File: config.mk
export PLATFORM = sky130hd
export DESIGN_NAME = project01_cmp
export DESIGN_NICKNAME = d
export VERILOG_FILES = /design/src/rtl/project01_cmp.sv
export SDC_FILE = /design/constraint.sdc
export NUM_CORES = 1
export LEC_CHECK = 0
export BUFFER_PORTS_ARGS = -buffer_cell sky130_fd_sc_hd__buf_2
export CAP_MARGIN = 15
export CORE_AREA = 2 2 39 41
export CTS_BUF_LIST = sky130_fd_sc_hd__clkbuf_4
export DETAILED_ROUTE_END_ITERATION = 6
export DIE_AREA = 0 0 41 43
export MAX_ROUTING_LAYER = met4
export PLACE_DENSITY = 0.45
export SYNTH_ARGS = -nofsm -noshare
export SYNTH_HDL_FRONTEND = slang
export SYNTH_SLANG_ARGS = --single-unit
File: constraint.sdc
create_clock -name clk -period 0.8 [get_ports clk]
set_input_delay 0.16 -clock clk [delete_from_list [all_inputs] [get_ports clk]]
set_output_delay 0.16 -clock clk [all_outputs]
set_load 0.1 [all_outputs]
File: src/rtl/project01_cmp.sv
// project01 compare stage: registered WIDTH-bit magnitude compare.
// Define PROJECT01_CMP_SIGNED_EN to treat a and b as two's complement.
module project01_cmp #(
  parameter int WIDTH = 5
) (
  input  logic             clk,
  input  logic             rst_n,
  input  logic             in_valid,
  input  logic [WIDTH-1:0] a,
  input  logic [WIDTH-1:0] b,
  output logic [1:0]       r,
  output logic             out_valid
);

  localparam logic [1:0] REL_EQ = 2'b00;
  localparam logic [1:0] REL_LT = 2'b01;
  localparam logic [1:0] REL_GT = 2'b10;

  logic [1:0] code;

  // First differing bit from the MSB decides; later iterations win.
  always_comb begin
    code = REL_EQ;
    for (int i = 0; i < WIDTH; i++) begin
      if (a[i] != b[i]) begin
        code = a[i] ? REL_GT : REL_LT;
      end
    end
`ifdef PROJECT01_CMP_SIGNED_EN
    if (a[WIDTH-1] != b[WIDTH-1]) begin
      code = a[WIDTH-1] ? REL_LT : REL_GT;
    end
`endif
  end

  // Result register; r only loads on a sampled pair.
  always_ff @(posedge clk or negedge rst_n) begin
    if (!rst_n) begin
      r         <= REL_EQ;
      out_valid <= 1'b0;
    end else begin
      out_valid <= in_valid;
      if (in_valid) begin
        r <= code;
      end
    end
  end

endmodule

# After elaboration in Yosys (flattened, before gate mapping)
# Cells that the tools add are included.
op_classes:
  eq_ne: 5
  mux: 10
op_table:
  columns: ["op", "count"]
  rows:
  - ["two-way mux 2 bit", 10]
  - ["!= test 1 bit", 5]
totals:
  register_bits: 3
  inputBits: 13
  out_inout_bits: 3

# Depth between registers and ports, before layout
logic_depth:
  word_depth: 6
  ltp_mapped: 4
  mapped_depth_nobuf: 4

# Least setup slack after synthesis
# No wires, ideal clock.
synth_path:
  kind: "register -> register"
  from: "register r[0] (netlist name)"
  to: "register r[0]"
  setup_ns: 0.069
  arrival_ns: 1.190
  path_slack_ns: -0.459
  stages_incl_launch_ff: 2
  period_less_slack_ns: 1.259
  cell_sequence: "dfrtp_1 -> o221a_1"
synth_lines:
  columns: ["item", "line_no", "source"]
  rows:
  - ["end signal: assignment", "44", "r <= code;"]
  - ["end: declaration", "11", "output logic [1:0] r,"]

# Final worst setup path
layout_path:
  from: "register r[0]"
  to: "output r[0]"
# No word-level cell between the ends.

==> impl_metrics.env <==
export IMPL_clock_sinks=3
export IMPL_synthToLayoutAreaGrowth_pct=121
export IMPL_synth_xor_area_share_pct=4.73
export IMPL_layout_cells_most_common="buf_2"
export IMPL_routed_wl_microns=470
export IMPL_startpoint="r[0]"
export IMPL_grt_ovfl_total=0
export IMPL_yosysSeqAreaShare_pct=40.5
export IMPL_fin_nets=59
export IMPL_grt_pass1_wl_microns=800
export IMPL_fin_util_pct=29.6
export IMPL_drive_gt1_share_pct=60.0
export IMPL_synthSimpleGateAreaFrac_pct=15.5
export IMPL_powerDensity_nw_per_um2=2050
export IMPL_wl_per_cell_microns=7.70
export IMPL_antenna_found_initial=0
export IMPL_cts_made_buffers=3
export IMPL_synth_top_family_by_area="compound AO/OA/AOI/OAI gates"
export IMPL_failed_checks="negative setup slack"
export IMPL_clkSlewWorstSetupHoldPaths_ns=0.04
export IMPL_ys_ff_latch=3
export IMPL_final_fill_count=148
export IMPL_synth_area_leader_cell="dfrtp_1"
export IMPL_worstPathMaxFanout=2
export IMPL_yosys_top_cells_area="dfrtp_1 41%, inv_1 10%, o221a_1 6.1%"
export IMPL_cp_start_kind="flop"
export IMPL_r2r_slack_ns=-0.17
export IMPL_cap_violations=0
export IMPL_layout_common_cells="12 x buf_2, 4 x inv_1, 4 x clkbuf_4"
export IMPL_post_route_period_util_pct=130
export IMPL_fin_tns_setup_ns=-1.04
export IMPL_die_y_microns=43
export IMPL_required_ns=0.64
export IMPL_drc=0
export IMPL_min_from="in_valid"
export IMPL_drtIter0Drc=1
export IMPL_clkLatencyLatePin_ns=0.23
export IMPL_synth_warning_count=0
export IMPL_synth_nets=35
export IMPL_die_area_sq_um=1760
export IMPL_synth_fa_ha_area_share_pct=0
export IMPL_hp_class="in2reg"
export IMPL_arrival_ns=0.88
export IMPL_core_area_sq_um=1380
export IMPL_muxShareOfSynthArea_pct=0
export IMPL_cts_tree="yes"
export IMPL_fin_crit_ns=1.04
export IMPL_setup_viol=5
export IMPL_globalplace_congestion=0.668
export IMPL_peakVddDrop_v=0.000432
export IMPL_worstMarginPinSlew_ns=0.265
export IMPL_grt_pass1_vias=204
export IMPL_final_setup_skew_ns=0
export IMPL_synth_avg_cell_area_sq_um=8.42
export IMPL_maxSlewViolCount=0
export IMPL_cp_top_family="flip-flops"
export IMPL_drt_vias_per_instance=3.92
export IMPL_fmax_mhz=961
export IMPL_synth_compound_area_share_pct=29.1
export IMPL_antenna_left=0
export IMPL_clockBufferDepth=2
export IMPL_pin_count=16
export IMPL_cts_htree_levels=1
export IMPL_firstDrtPassIters=2
export IMPL_worstPathCellList="buf_12"
export IMPL_cp_end_kind="primary output"
export IMPL_synth_top_area_share_pct=40.5
export IMPL_synth_distinct_cells=14
export IMPL_io_buffers=15
export IMPL_grt_max_degree=6
export IMPL_die_x_microns=41
export IMPL_slew_headroom_pct=82.3
export IMPL_finalHoldViolCount=0
export IMPL_vias=239
export IMPL_path_buf_inv=1
export IMPL_crit_path_max_incr_delay_ns=0.48
export IMPL_cpMaxStageDelayCell="dfrtp_4"
export IMPL_track_usage_pct=7.83
export IMPL_grt_setup_unrepaired="true"
export IMPL_clock_root_buffer="clkbuf_4"
export IMPL_rr_startpoint="r[0]"
export IMPL_start_util_pct=13.4
export IMPL_setup_ws_ns=-0.241
export IMPL_netlist_instances=22
export IMPL_synth_area_sq_um=185
export IMPL_status="finished with violations"
export IMPL_fp_row_count=14
export IMPL_leakagePower_nw=0.197
export IMPL_antenna_cells=0
export IMPL_worst_setup_path_type="reg2out"
-- area by class of cell --
cell class / instances / area, sq um / share of cell area [%]
repair buffers: 19 / 156 / 38.2
multi-input cells: 14 / 97.6 / 23.9
flip-flops and latches: 3 / 86.3 / 21.1
clock buffers: 4 / 30.0 / 7.34
well taps: 16 / 20.0 / 4.89
inverters: 5 / 18.8 / 4.59
-- cell usage after synthesis --
master     count
o221ai_1       1
o221a_1        1
nand2b_1       1
dfrtp_1        3
nor2_1         2
a21oi_1        2
o2111ai_1      1
nand2_1        1
xnor2_1        1
nand3_1        1
nor2b_1        1
o2bb2ai_1      1
inv_1          5
o22ai_1        1
-- worst paths after layout --
kind,endpoint,cells after the start
max,r[0],1
min,out_valid,1
max reg2reg,r[0],2
min reg2reg,r[0],2
max in group asynchronous,r[1],2
min in group asynchronous,out_valid,2
-- registers in the layout (all words and copies together), names as in the netlist --
name and cells:
out_valid 1, r 2
-- kinds of logic (layout without fill, tap and decap cells) --
logic type	after synthesis	after routing
AO/OA/AOI/OAI	7	7
AND/OR/NAND/NOR	6	6
buffers and inverters	5	28
flip-flops	3	3
XOR/XNOR	1	1
-- per-stage QoR --
stage	setup WS (ns)	power, mW	hold WS [ns]	std cells	instance area [sq um]
floorplan	-0.200	0.371	-0.136	22	196
global placement	-0.106	0.500	-0.0414	53	337
detailed placement	-0.117	0.501	-0.0400	53	337
CTS	-0.258	0.825	0.0876	59	384
global route	-0.263	0.891	0.106	61	409
finish	-0.241	0.839	0.109	61	409
-- metal layers --
metal | global-route usage [%] | up-vias | wire length (microns)
met5 | - | - | 0
met3 | 4.71 | 2 | 70
met4 | 10.0 | 0 | 18
met2 | 7.81 | 18 | 172
li1 | - | 124 | -
met1 | 8.71 | 95 | 209
-- worst reg2reg max path: stages, from the launching register on --
cell and delay [ns]:
dfrtp_4 0.48, buf_4 0.14, o221a_1 0.24
-- power by group --
group	internal [mW]	total (mW)	switching, mW
sequential	0.182	0.199	0.0171
combinational	0.153	0.344	0.191
clock	0.221	0.296	0.0756
total	0.555	0.839	0.284
-- what timing repair did --
action,CTS,global route
pin swaps,1,0
resized for setup,0,2
setup endpoints to repair,4,5
cloned,0,0
endpoints found under the hold margin,3,0
buffers inserted,1,2
hold buffers,1,0
No activity file was read; power rests on OpenSTA's default activity.
